File: src/rtl/matmul_pkg.sv
// Shared definitions for the 2x2 matrix-multiply operand path.
package matmul_pkg;

    localparam int ELEM_W  = 16;
    localparam int RES_W   = 32;
    localparam int N_ELEMS = 8;
    localparam int IDX_W   = $clog2(N_ELEMS);

    // Index of the element that must carry in_last (d2).
    localparam logic [IDX_W-1:0] LAST_IDX = IDX_W'(N_ELEMS - 1);

    typedef enum logic [2:0] {
        ST_IDLE    = 3'd0,
        ST_COLLECT = 3'd1,
        ST_LOAD    = 3'd2,
        ST_COMPUTE = 3'd3,
        ST_WAIT    = 3'd4
    } state_t;

endpackage

File: src/rtl/operand_shift_reg.sv
// Shadow buffer for one frame: eight signed elements, indexed write, parallel read.
module operand_shift_reg
    import matmul_pkg::*;
(
    input  logic                     clk,
    input  logic                     we,
    input  logic [IDX_W-1:0]         widx,
    input  logic signed [ELEM_W-1:0] wdata,
    output logic signed [ELEM_W-1:0] q [N_ELEMS]
);

    logic signed [ELEM_W-1:0] mem [N_ELEMS];

    // Store the accepted element at its slot; contents are don't-care until a frame completes.
    always_ff @(posedge clk) begin
        if (we) begin
            mem[widx] <= wdata;
        end
    end

    assign q = mem;

endmodule

File: src/rtl/matrix_operand_loader.sv
// Collects an 8-element operand stream into A/B operand registers and sequences
// the load / compute / wait handshake with the direct multiplier.
module matrix_operand_loader
    import matmul_pkg::*;
#(
    parameter int TIMEOUT_CYCLES = 16
) (
    input  logic                     clk,
    input  logic                     rst,
    input  logic                     in_valid,
    output logic                     in_ready,
    input  logic signed [ELEM_W-1:0] in_data,
    input  logic                     in_last,
    output logic signed [ELEM_W-1:0] a1,
    output logic signed [ELEM_W-1:0] b1,
    output logic signed [ELEM_W-1:0] c1,
    output logic signed [ELEM_W-1:0] d1,
    output logic signed [ELEM_W-1:0] a2,
    output logic signed [ELEM_W-1:0] b2,
    output logic signed [ELEM_W-1:0] c2,
    output logic signed [ELEM_W-1:0] d2,
    output logic                     load,
    output logic                     compute,
    input  logic                     mul_valid,
    output logic                     frame_done,
    output logic                     frame_err,
    output logic                     timeout
);

    localparam int CNT_W = (TIMEOUT_CYCLES > 1) ? $clog2(TIMEOUT_CYCLES) : 1;
    localparam logic [CNT_W-1:0] CNT_LAST = CNT_W'(TIMEOUT_CYCLES - 1);

    state_t                   state;
    logic [IDX_W-1:0]         idx;
    logic [CNT_W-1:0]         wcnt;
    logic signed [ELEM_W-1:0] shadow [N_ELEMS];
    logic signed [ELEM_W-1:0] op     [N_ELEMS];

    logic accept;
    logic frame_ok;
    logic mul_seen;

    assign in_ready = (state == ST_COLLECT);
    assign accept   = in_valid && in_ready;
    assign frame_ok = accept && in_last && (idx == LAST_IDX);

    // The first WAIT cycle (wcnt == 0) masks a valid left over from a previous result.
    assign mul_seen = (wcnt != '0) && mul_valid;

    // Strobes decode registered state only, so in_valid never reaches load/compute.
    assign load       = (state == ST_LOAD);
    assign compute    = (state == ST_COMPUTE);
    assign frame_done = (state == ST_WAIT) && mul_seen;
    assign timeout    = (state == ST_WAIT) && (wcnt == CNT_LAST) && !mul_seen;

    operand_shift_reg u_shadow (
        .clk   (clk),
        .we    (accept),
        .widx  (idx),
        .wdata (in_data),
        .q     (shadow)
    );

    // Frame sequencer: element index, wait counter and the framing-error pulse.
    always_ff @(posedge clk) begin
        if (rst) begin
            state     <= ST_IDLE;
            idx       <= '0;
            wcnt      <= '0;
            frame_err <= 1'b0;
        end else begin
            frame_err <= 1'b0;
            case (state)
                ST_IDLE: begin
                    state <= ST_COLLECT;
                    idx   <= '0;
                end
                ST_COLLECT: begin
                    if (accept) begin
                        if (frame_ok) begin
                            state <= ST_LOAD;
                            idx   <= '0;
                        end else if (in_last || (idx == LAST_IDX)) begin
                            // Misplaced frame marker: drop the partial frame and resync.
                            frame_err <= 1'b1;
                            idx       <= '0;
                        end else begin
                            idx <= idx + 1'b1;
                        end
                    end
                end
                ST_LOAD: begin
                    state <= ST_COMPUTE;
                end
                ST_COMPUTE: begin
                    state <= ST_WAIT;
                    wcnt  <= '0;
                end
                ST_WAIT: begin
                    if (mul_seen || (wcnt == CNT_LAST)) begin
                        state <= ST_COLLECT;
                        wcnt  <= '0;
                    end else begin
                        wcnt <= wcnt + 1'b1;
                    end
                end
                default: begin
                    state <= ST_IDLE;
                end
            endcase
        end
    end

    // Operand registers: capture the complete frame on its final accept so they
    // are valid in the LOAD cycle; the last element bypasses the shadow buffer.
    always_ff @(posedge clk) begin
        if (rst) begin
            for (int i = 0; i < N_ELEMS; i++) begin
                op[i] <= '0;
            end
        end else if (frame_ok) begin
            for (int i = 0; i < N_ELEMS - 1; i++) begin
                op[i] <= shadow[i];
            end
            op[N_ELEMS-1] <= in_data;
        end
    end

    assign a1 = op[0];
    assign b1 = op[1];
    assign c1 = op[2];
    assign d1 = op[3];
    assign a2 = op[4];
    assign b2 = op[5];
    assign c2 = op[6];
    assign d2 = op[7];

endmodule

File: config.mk
export PLATFORM = sky130hd
export DESIGN_NAME = matrix_operand_loader
export DESIGN_NICKNAME = d
export VERILOG_FILES = /design/src/rtl/matmul_pkg.sv /design/src/rtl/operand_shift_reg.sv /design/src/rtl/matrix_operand_loader.sv
export SDC_FILE = /design/constraint.sdc
export NUM_CORES = 1
export LEC_CHECK = 0
export CAP_MARGIN = 25
export CORE_MARGIN = 2
export CORE_UTILIZATION = 45
export DETAILED_ROUTE_END_ITERATION = 8
export PLACE_DENSITY = 0.67
export SLEW_MARGIN = 30
export SYNTH_ARGS = -nofsm -noshare
export SYNTH_HDL_FRONTEND = slang
export SYNTH_SLANG_ARGS = --single-unit
File: constraint.sdc
create_clock -name clk -period 5.4 [get_ports clk]
set_clock_uncertainty 0.2 [all_clocks]
set_input_delay 0.54 -clock clk [delete_from_list [all_inputs] [get_ports clk]]
set_output_delay 0.54 -clock clk [all_outputs]
set_load 0.01 [all_outputs]
## Word level (Yosys, flattened, before mapping)

Memory sizes are Yosys's and may differ from the RTL's.
Cells that the tools add are included.
Widths: inputs -> output; s select.

- Register bits after elaboration: 139
- RAM bits: 128
- Input bits: 21
- Output and inout port bits: 134
- Word-level logic and storage cells: 82
- Memories: 1

- Add/subtract/negate cells: 2
- $lt $le $gt $ge: 2
- Equal/unequal tests: 9
- Multiplexer cells: 27
- Bitwise gates (word level): 11
- Reductions and logical operators: 18

Memories:

| name | words | width | rd ports | clocked after memory_dff | wr ports | line | RTL |
|---|---|---|---|---|---|---|---|
| op | 8 | 16 | 8 | 0 | 8 | matrix_operand_loader.sv:37 | `logic signed [ELEM_W-1:0] op [N_ELEMS];` |

Operator list:

| kind | number |
|---|---|
| $mux 16 | 9 |
| $bwmux 128 | 1 |
| $demux 16 s3 | 1 |
| $mux 3 | 6 |
| $pmux 3 s5 | 1 |
| $logic_and 1x1->1 | 8 |
| $or 1x1->1 | 8 |
| $pmux 4 s2 | 1 |
| $eq 3x2->1 const B | 2 |
| $eq 3x3->1 const B | 2 |
| $mux 1 | 6 |
| $ne 2x1->1 const B | 3 |
| $pmux 3 s2 | 1 |
| $add 4x1->4 const B | 1 |
| $eq 4x4->1 const B | 1 |
| $ge 4x4->1 const B | 1 |
| $lt 4x1->1 const B | 1 |
| $mux 4 | 1 |
| $not 3->4 | 1 |
| $reduce_bool 2->1 | 2 |
| $reduce_bool 4->1 | 1 |
| $reduce_or 4->1 | 1 |
| $add 3x1->3 const B | 1 |
| $eq 3x1->1 const B | 1 |
| 6 further kinds | 8 |

## Depth between registers and ports, before layout

- Depth in word-level cells: 8
- Mapped depth: 7
- Gate-level depth less buffers: 6

## Modules after synthesis

Synthesis repeated with hierarchy kept, for this count alone.

- Cells, all modules: 482
- Area, all modules: 9315.2 um^2

By module, submodules not included:

| module | instances | cells an instance | area each (um^2) | sequential area each (um^2) |
|---|---|---|---|---|
| matrix_operand_loader | 1 | 346 | 5375.2 | 4063.9 |
| operand_shift_reg | 1 | 136 | 3940.0 | 3843.7 |

## Worst setup path before layout

OpenSTA, ideal clock, no wires.

- Kind: input to register
- Start point: input rst
- End point: memory op[0][0], enable pin
- Setup time: 0.509 ns
- Arrival time: 4.208 ns
- Data required time: 4.691 ns
- Slack: 0.483 ns
- Stages: 3
- Path buffers: 2
- Path through: clkbuf_1 > clkbuf_1 > nand2b_1

RTL lines:

| what | line | RTL |
|---|---|---|
| from (decl) | matrix_operand_loader.sv:9 | `input logic rst,` |
| to (decl) | matrix_operand_loader.sv:37 |  |

==> key figures <==
STA
  • Period utilization: 55.3%
  • Max Fclk: about 330 MHz
  • Final setup viols: 0
  • Slew @ Worst Pin: 0.945 ns
  • RSZ-0062 raised after global routing: false
  • Worst rel slew slack: 36.9%
  • Fin Setup TNS: 0 ns
  • Max Slew Vio Count: 0
  • Min Tclk post-route: 2.99 ns
  • Final hold vios: 0

Setup path
  • Crit path largest cell delay: 0.71 ns
  • Critical Path Sink Type: flip-flop
  • Startpoint Class: flip-flop
  • Critical Path AT: 2.95 ns
  • CP Cell Sequence: ha_1 -> ha_1 -> nand3_1 -> nand2b_4 -> buf_4
  • Critical path required time: 5.37 ns
  • Cell mode on critical path: ha_1
  • Crit-path slowest cell: nand2b_4
  • Worst Path Max Fanout: 69
  • Setup CP Type: reg -> reg

Synthesis
  • Post-synth top flop: edfxtp_1
  • Post-Syn Area: 0.00873 mm2
  • Synth top area cells: edfxtp_1 (83%), and2_1 (6.9%), dfxtp_1 (2.5%)
  • Synthesis Warnings: 0
  • Mapped Nets: 488
  • Post-synth EDFFs: between 200 and 250
  • Largest area contributor in the netlist: edfxtp_1
  • Netlist cell types: 32
  • Sequential share of the synthesized area: 85.1%
  • Syn_area_per_cell: 18.9 um2
  • Synth Register Bits: 251
  • Top cell type's share of synthesized area: slightly above 80%
  • Synth async-reset ratio: 0%
  • Mapped Cells: 463

Clocking
  • CTS tree: done
  • CTS buffer count: 25
  • Clock buffer depth: 3
  • Total clock sinks: 251
  • Root Buffer: clkbuf_16
  • Clk slew on worst S/H paths: 0.06 ns
  • Post_cts resized: 0
  • Clk_lat worst skew: 0.51 ns
  • Max H-tree Level: 1
  • Hold-fix buffer count after cts: 0
  • Post-CTS setup buffer count: 0

Power
  • P per Cell Area: ~350 mW/mm2
  • Peak supply drop: ~220 uV
  • Leakage: 3.94 nW

Finish
  • Core Util, Final: between 60% and 70%
  • N_diodes: 0
  • P&R area growth vs syn: 30.9%
  • Fillers: 1403
  • Share of cells above drive strength 1: 8.69%
  • Nets: 663

Route
  • Iteration-0 DRC Markers: 232
  • DRC: 0
  • Post-DR vias/cell: between 4 and 5
  • Post-route ant nets: 0
  • Drt first pass iters: 6
  • Drt total wl: 16.0 mm
  • WL/cell: 17.5 um
  • Vias: roughly 4300

Floorplan
  • Die ar.: 0.0205 mm2
  • Die width: 143 um
  • I/O pins: 155
  • Num rows: 50
  • Die Y: around 140 um
  • CORE AREA: 0.0189 mm2
  • Starting Density: 46.2%

Place
  • Dpl hpwl: 10.7 mm
  • Routability cong.: slightly above 0.7
  • I/O Buffers: 154

Status
  • Status: finished, final reports clean

Min path
  • Hold Path Class: reg -> reg

Global routing
  • Initial antenna violation count: 0
  • Global Route Usage Sum: 15.6%
  • First-pass GRT wire length: 23.8 mm
  • Largest net degree at the start of global routing: 70
  • Vias in the first global route: 4153
  • Total grt overflow: 0

Flow run
  • Max Cap Viol: 0
## path summary, 6_finish.rpt
path | from | to | slack, ns | depth (start not counted)
max reg2reg | idx[1] | op[1][8] | 2.41 | 5
min reg2reg | u_shadow.q[52] | op[1][4] | 0.30 | 1
max | idx[1] | op[1][8] | 2.41 | 5
min | u_shadow.q[52] | op[1][4] | 0.30 | 1
## through the flow
stage / instance area (um2) / std cells / setup slack (ns) / power (mW) / hold slack (ns)
floorplan: 8730 / 463 / 0.483 / 2.29 / 0.276
global placement: 10600 / 869 / 2.10 / 2.42 / 0.293
detailed placement: 10700 / 871 / 2.00 / 2.42 / 0.301
CTS: 11400 / 916 / 2.37 / 4.00 / 0.302
global route: 11400 / 916 / 2.14 / 4.08 / 0.320
finish: 11400 / 916 / 2.41 / 3.95 / 0.299
## cell usage after synthesis (4+ instances only)
cell type and instances:
nand2_1 5, nor2b_1 32, nor2_1 16, nor3_1 6, clkbuf_1 14, a21oi_1 4
dfxtp_1 11, ha_1 4, and2_1 96, nand2b_1 4, edfxtp_1 240
## area by class of cell
cell class	count	area (um2)	share of cell area, %
Timing Repair Buffer	163	1640	14.4
Tap cell	260	325	2.85
Sequential cell	251	7430	65.0
Inverter	3	11.3	0.0985
Clock buffer	37	681	5.96
Clock inverter	8	71.3	0.624
Multi-Input combinational cell	194	1270	11.1
## kinds of logic after synthesis
group                      synth area share [%]
adders and majority gates                 0.573
buffers and inverters                     0.788
muxes                                     0.115
xor gates and xnor gates                  0.100
AOI/OAI and AO/OA                          1.18
and+or+nand+nor                            12.2
DFF                                        85.1
## routing by layer
| metal | vias to the layer above | routed length [um] | share of wire [%] | global-route usage [%] |
|---|---|---|---|---|
| met4 | 0 | 196 | 1.2 | 4.02 |
| met2 | 148 | 7600 | 47 | 24.8 |
| li1 | 2039 | - | - | - |
| met1 | 2126 | 7080 | 44 | 21.8 |
| met3 | 14 | 1150 | 7.2 | 3.69 |
| met5 | - | 0 | 0 | 0 |
## cells in the final DEF (no fill, tap or decap), types with 2 or more instances in the layout
| cell type | n |
|---|---|
| a21oi_1 | 4 |
| a22oi_1 | 3 |
| a31oi_1 | 2 |
| and2_1 | 96 |
| and3_1 | 2 |
| buf_16 | 2 |
| buf_4 | 7 |
| clkbuf_1 | 11 |
| clkbuf_16 | 25 |
| clkdlybuf4s50_1 | 153 |
| clkinv_2 | 5 |
| dfxtp_1 | 11 |
| edfxtp_1 | 240 |
| ha_1 | 4 |
| inv_1 | 3 |
| nand2_1 | 5 |
| nand2b_1 | 3 |
| nand3_1 | 3 |
| nor2_1 | 14 |
| nor2_2 | 2 |
| nor2b_1 | 32 |
| nor3_1 | 4 |
| o21ai_0 | 2 |
| or3b_4 | 2 |
## critical path, delay by kind of cell (launching register included)
family,cells,cell delay (ns)
adders and majority gates,2,0.46
DFF,1,0.50
and+or+nand+nor,2,0.95
buffers and inverters,1,0.51
## flip-flops by register name, summed over array words and instances, names as in the netlist
name,count
u_shadow.q,112
wcnt,4
op,128
frame_err,1
idx,3
state,3
## report_power, final
group / internal, mW / leakage, nW / switching (mW)
sequential: 2.18 / 2.41 / 0.0178
clock: 0.921 / 0.367 / 0.659
combinational: 0.0869 / 1.17 / 0.0903
total: 3.19 / 3.94 / 0.767
Note: power is estimated with default switching activity, not from simulation.
